--- src/rtl/bp_cce_spec_resolve.sv ---
// bp_cce_spec_resolve: resolves memory responses against the speculation-bit store.
// Define BP_CCE_SPEC_RESOLVE_STATS_EN to build the squash / fwd_mod event counters.
module bp_cce_spec_resolve #(
    parameter int addr_width_p = 40,
    parameter int cnt_width_p = 16,
    localparam int state_width_lp = 3,
    localparam int spec_width_lp = 3 + state_width_lp
) (
    input  logic                      clk_i,
    input  logic                      reset_i,
    input  logic                      mem_resp_v_i,
    input  logic [addr_width_p-1:0]   mem_resp_addr_i,
    input  logic                      mem_resp_bypass_hash_i,
    output logic                      mem_resp_ready_o,
    output logic                      spec_r_v_o,
    output logic [addr_width_p-1:0]   spec_r_addr_o,
    output logic                      spec_r_bypass_hash_o,
    input  logic [spec_width_lp-1:0]  spec_i,
    output logic                      spec_w_v_o,
    output logic [addr_width_p-1:0]   spec_w_addr_o,
    output logic                      spec_w_bypass_hash_o,
    output logic                      spec_w_spec_v_o,
    output logic                      spec_w_squash_v_o,
    output logic                      spec_w_fwd_mod_v_o,
    output logic                      spec_w_state_v_o,
    output logic [spec_width_lp-1:0]  spec_w_o,
    output logic                      resolve_v_o,
    input  logic                      resolve_yumi_i,
    output logic [addr_width_p-1:0]   resolve_addr_o,
    output logic [1:0]                resolve_action_o,
    output logic [state_width_lp-1:0] resolve_state_o,
    output logic [cnt_width_p-1:0]    squash_cnt_o,
    output logic [cnt_width_p-1:0]    fwd_mod_cnt_o
);

    typedef struct packed {
        logic                      spec;
        logic                      squash;
        logic                      fwd_mod;
        logic [state_width_lp-1:0] state;
    } bp_cce_spec_s;

    typedef enum logic [1:0] {
        READY,
        LOOKUP,
        CLEAR,
        SEND
    } state_e;

    localparam logic [1:0] act_normal  = 2'b00;
    localparam logic [1:0] act_squash  = 2'b01;
    localparam logic [1:0] act_fwd_mod = 2'b10;

    state_e                    state_q, state_n;
    logic [addr_width_p-1:0]   addr_q;
    logic                      bypass_q;
    logic [1:0]                action_q, action_n;
    logic [state_width_lp-1:0] coh_q, coh_n;
    bp_cce_spec_s              spec_rd;
    logic                      accept;

    assign spec_rd = spec_i;
    assign accept  = mem_resp_v_i & mem_resp_ready_o;

    always_ff @(posedge clk_i or posedge reset_i) begin
        if (reset_i) begin
            state_q  <= READY;
            addr_q   <= '0;
            bypass_q <= 1'b0;
            action_q <= act_normal;
            coh_q    <= '0;
        end else begin
            state_q <= state_n;
            if (accept) begin
                addr_q   <= mem_resp_addr_i;
                bypass_q <= mem_resp_bypass_hash_i;
            end
            if (state_q == LOOKUP) begin
                action_q <= action_n;
                coh_q    <= coh_n;
            end
        end
    end

    // Squash takes priority over fwd_mod when both are flagged.
    always_comb begin
        state_n            = state_q;
        action_n           = act_normal;
        coh_n              = '0;
        mem_resp_ready_o   = 1'b0;
        spec_r_v_o         = 1'b0;
        spec_w_v_o         = 1'b0;
        spec_w_spec_v_o    = 1'b0;
        spec_w_squash_v_o  = 1'b0;
        spec_w_fwd_mod_v_o = 1'b0;
        resolve_v_o        = 1'b0;
        unique case (state_q)
            READY: begin
                mem_resp_ready_o = 1'b1;
                if (mem_resp_v_i) state_n = LOOKUP;
            end
            LOOKUP: begin
                spec_r_v_o = 1'b1;
                if (!spec_rd.spec) begin
                    state_n = SEND;
                end else begin
                    state_n = CLEAR;
                    if (spec_rd.squash) begin
                        action_n = act_squash;
                    end else if (spec_rd.fwd_mod) begin
                        action_n = act_fwd_mod;
                        coh_n    = spec_rd.state;
                    end
                end
            end
            CLEAR: begin
                spec_w_v_o         = 1'b1;
                spec_w_spec_v_o    = 1'b1;
                spec_w_squash_v_o  = 1'b1;
                spec_w_fwd_mod_v_o = 1'b1;
                state_n            = SEND;
            end
            SEND: begin
                resolve_v_o = 1'b1;
                if (resolve_yumi_i) state_n = READY;
            end
        endcase
    end

    assign spec_r_addr_o        = addr_q;
    assign spec_r_bypass_hash_o = bypass_q;
    assign spec_w_addr_o        = addr_q;
    assign spec_w_bypass_hash_o = bypass_q;
    assign spec_w_state_v_o     = 1'b0;
    assign spec_w_o             = '0;
    assign resolve_addr_o       = addr_q;
    assign resolve_action_o     = action_q;
    assign resolve_state_o      = coh_q;

`ifdef BP_CCE_SPEC_RESOLVE_STATS_EN
    logic [cnt_width_p-1:0] squash_cnt_q, fwd_mod_cnt_q;
    logic                   enter_clear;

    assign enter_clear = (state_q == LOOKUP) && (state_n == CLEAR);

    always_ff @(posedge clk_i or posedge reset_i) begin
        if (reset_i) begin
            squash_cnt_q  <= '0;
            fwd_mod_cnt_q <= '0;
        end else if (enter_clear) begin
            if (action_n == act_squash && !(&squash_cnt_q))
                squash_cnt_q <= squash_cnt_q + cnt_width_p'(1);
            if (action_n == act_fwd_mod && !(&fwd_mod_cnt_q))
                fwd_mod_cnt_q <= fwd_mod_cnt_q + cnt_width_p'(1);
        end
    end

    assign squash_cnt_o  = squash_cnt_q;
    assign fwd_mod_cnt_o = fwd_mod_cnt_q;
`else
    assign squash_cnt_o  = '0;
    assign fwd_mod_cnt_o = '0;
`endif

    a_yumi_in_send: assert property (
        @(posedge clk_i) disable iff (reset_i) resolve_yumi_i |-> resolve_v_o
    );

endmodule

--- config.mk ---
export PLATFORM = sky130hd
export DESIGN_NAME = bp_cce_spec_resolve
export DESIGN_NICKNAME = d
export VERILOG_FILES = /design/src/rtl/bp_cce_spec_resolve.sv
export SDC_FILE = /design/constraint.sdc
export NUM_CORES = 1
export LEC_CHECK = 0
export BUFFER_PORTS_ARGS = -buffer_cell sky130_fd_sc_hd__buf_2
export CAP_MARGIN = 20
export CORE_MARGIN = 4
export CORE_UTILIZATION = 34
export CTS_BUF_LIST = sky130_fd_sc_hd__clkbuf_4 sky130_fd_sc_hd__clkbuf_8
export DETAILED_ROUTE_END_ITERATION = 10
export PLACE_DENSITY = 0.76
export SLEW_MARGIN = 40
export SYNTH_ARGS = -nofsm -noshare
export SYNTH_HDL_FRONTEND = slang
export SYNTH_SLANG_ARGS = --single-unit
--- constraint.sdc ---
create_clock -name clk_i -period 3.05 [get_ports clk_i]
set_input_delay 0.61 -clock clk_i [delete_from_list [all_inputs] [get_ports clk_i]]
set_output_delay 0.61 -clock clk_i [all_outputs]
set_load 0.01 [all_outputs]
==> flow_summary.yaml <==
yosys:
  yosys-top-cells-area: "dfrtp_1 (40%), buf_4 (31%), mux2_4 (20%)"
  ys_ff_latch: 48
  synth-compound-area-share_pct: 1.55
  muxShareOfSynthArea_pct: 21.2
  synth_top_area_share_pct: 40.2
  yosys.area_share.xor_xnor_pct: 0
  netlist_instances: 249
  yosysWarnings: 0
  syn_area_mm2: 0.00299
  synth_edf_count: 0
  ys.flop_type: "dfrtp_1"
  seq_area_frac_synth_pct: 40.2
  async_reset_ff_share_pct: 100
  synth_largest_area_cell: "dfrtp_1"
  avgSynthCellArea_um2: 12.0
  synth_common_cells: "buf_4 (123), dfrtp_1 (48), mux2_4 (40), inv_1 (9)"
  ys_types: 20
  yosysMostFrequentCell: "buf_4"
  synth_top_family_by_area: "buffers and inverters"
  synthSimpleGateAreaFrac_pct: 1.55
  synthAdderAreaFrac_pct: 1.68
power:
  p_leak_nw: 1.98
  ir_worst_vdd_mv: 0.418
  power_density_mw_per_mm2: 1160
timing:
  finalSetupViolCount: 0
  finalClockSkew_ps: 2.05
  fin_tns_setup_ps: 0
  finalCriticalPeriod_ps: 2040
  max_freq_mhz: 490
  drv_slew: 0
  postLayoutSetupSlackWorst_ps: 1010
  hold_violations: 0
  worstMarginPinSlew_ps: 690
  slew_headroom_pct: 53.9
  period_share_pct: 66.9
  rsz0062_at_grt: "false"
global_routing:
  grt_pass1_wl_um: 8420
  antenna_found_initial: 0
  globalRouteTotalUtil_pct: 10.4
  grt_max_degree: 49
  grt_pass1_vias: 1757
  overflow: 0
die:
  core_area_mm2: 0.00838
  die_h_um: 102
  ios: 224
  die_x_um: 102
  fp-row-count: 33
  die-area_mm2: 0.0104
  start_util_pct: 35.6
final_layout:
  drive_gt1_share_pct: 67.2
  n_fill_cell: 825
  n_antenna_cell: 0
  final_cells: 456
  final_nets: 406
  area_growth_pct: 11.4
routing:
  avgRoutedWirePerCell_um: 12.9
  drt_iter0_markers: 35
  viasPerCell: 4.02
  firstDrtPassIters: 3
  vias: 1834
  drt_wl_total_um: 5860
  ant_nets: 0
  post-route-drc-count: 0
clock_network:
  clkTransAtPathRegs_ps: 80
  root_buffer: "clkbuf_8"
  postCtsSetupBuffers: 0
  h-tree-depth: 2
  ctsHoldBuffers: 0
  clk_latency_ps: 290
  cts_resized: 0
  cts_buffers: 5
  cts_buffer_depth: 2
  cts_tree: "yes"
  clkSinkCount: 48
placed_design:
  gp_congestion: 0.713
  place_worst_setup_slack_ps: 967
  placed_cells: 449
  dp_hpwl_um: 4670
  io_buffer_count: 184
critical_path:
  r2r_end: "resolve_addr_o[34]"
  cp.required_ps: 3230
  crit_family: "simple AND/OR/NAND/NOR gates"
  ff2ff_setup_slack_ps: 1010
  critPathCaptureType: "register"
  timing.rr.start: "state_q[0]"
  cp_num_buf_inv: 2
  crit_slowest_cell: "nand2_2"
  critical_path_class: "reg -> reg"
  rr_worst_depth: 5
  slowest_delay_ps: 530
  start_kind: "register"
  worstPathMaxFanout: 22
  crit_chain: "inv_1 > ha_1 > nand2_2 > buf_12 > mux2_4"
  cp.arrival_ps: 2220
min_path:
  hold_class: "in -> async"
status:
  status: "completed"
run:
  maxCapViolations: 0
## worst register-to-register path: stages (launching register included)
cell and delay, ps:
dfrtp_1 430, inv_1 90, ha_1 260, nand2_2 530
buf_12 290, mux2_4 340
## placed cells by master (no fill, tap or decap), types with 2 or more instances in the layout
cell type	instances
buf_2	184
clkbuf_8	7
conb_1	39
dfrtp_1	48
ha_1	4
inv_1	8
mux2_2	2
mux2_4	40
nand2_1	3
nor2b_1	2
o22ai_1	3
o31ai_1	2
## worst max path at each step
stage	startpoint	endpoint	slack, ps	cells past startpoint
after global routing	state_q[0]	resolve_addr_o[34]	870	5
after detailed placement	state_q[0]	resolve_addr_o[34]	970	5
after floorplan	reset_i	resolve_action_o[0]	1300	1
final	state_q[0]	resolve_addr_o[34]	1010	5
after CTS	state_q[0]	resolve_addr_o[34]	960	5
after global placement	state_q[0]	resolve_addr_o[34]	1070	5
## kinds of logic (layout without fill, tap and decap cells)
kind of cell	after synthesis	in the layout
flops	48	48
compound gates	7	7
buf+inv	137	201
other cells	1	39
fa+ha+maj	4	4
simple gates	9	9
mux	43	43
## state kept, by name (all words and copies together), names as in the netlist
| register | cells |
|---|---|
| resolve_addr_o | 40 |
| resolve_state_o | 3 |
| resolve_action_o | 2 |
| state_q | 2 |
| spec_r_bypass_hash_o | 1 |
## report_power, final
part,switching (mW),leakage [nW],internal (mW)
combinational,1.08,1.36,1.14
sequential,0.289,0.576,0.957
clock,0.194,0.0503,0.202
total,1.56,1.98,2.30
## stage by stage
step                total power, mW  hold slack [ps]  util [%]  area [um2]
global route                   4.15              442      39.7        3330
finish                         3.86              395      39.7        3330
detailed placement             3.52              521      38.6        3230
floorplan                      3.31              506         -        3130
global placement               3.47              509      38.5        3230
CTS                            3.94              402      39.7        3330
## area by class of cell
cell class	instances	area (um2)	share of cell area, %
flip-flops and latches	48	1200	36.1
repair buffers	185	941	28.3
multi-input cells	102	922	27.7
well taps	105	131	3.95
clock buffers	7	96.3	2.89
inverters	9	36.3	1.09
## metal layers
layer,wire length [um],GRT usage (%)
met1,2000,11.2
met2,3050,19.3
met3,740,3.31
met4,65,3.37
met5,0,0
(Power assumes the default switching activity.)
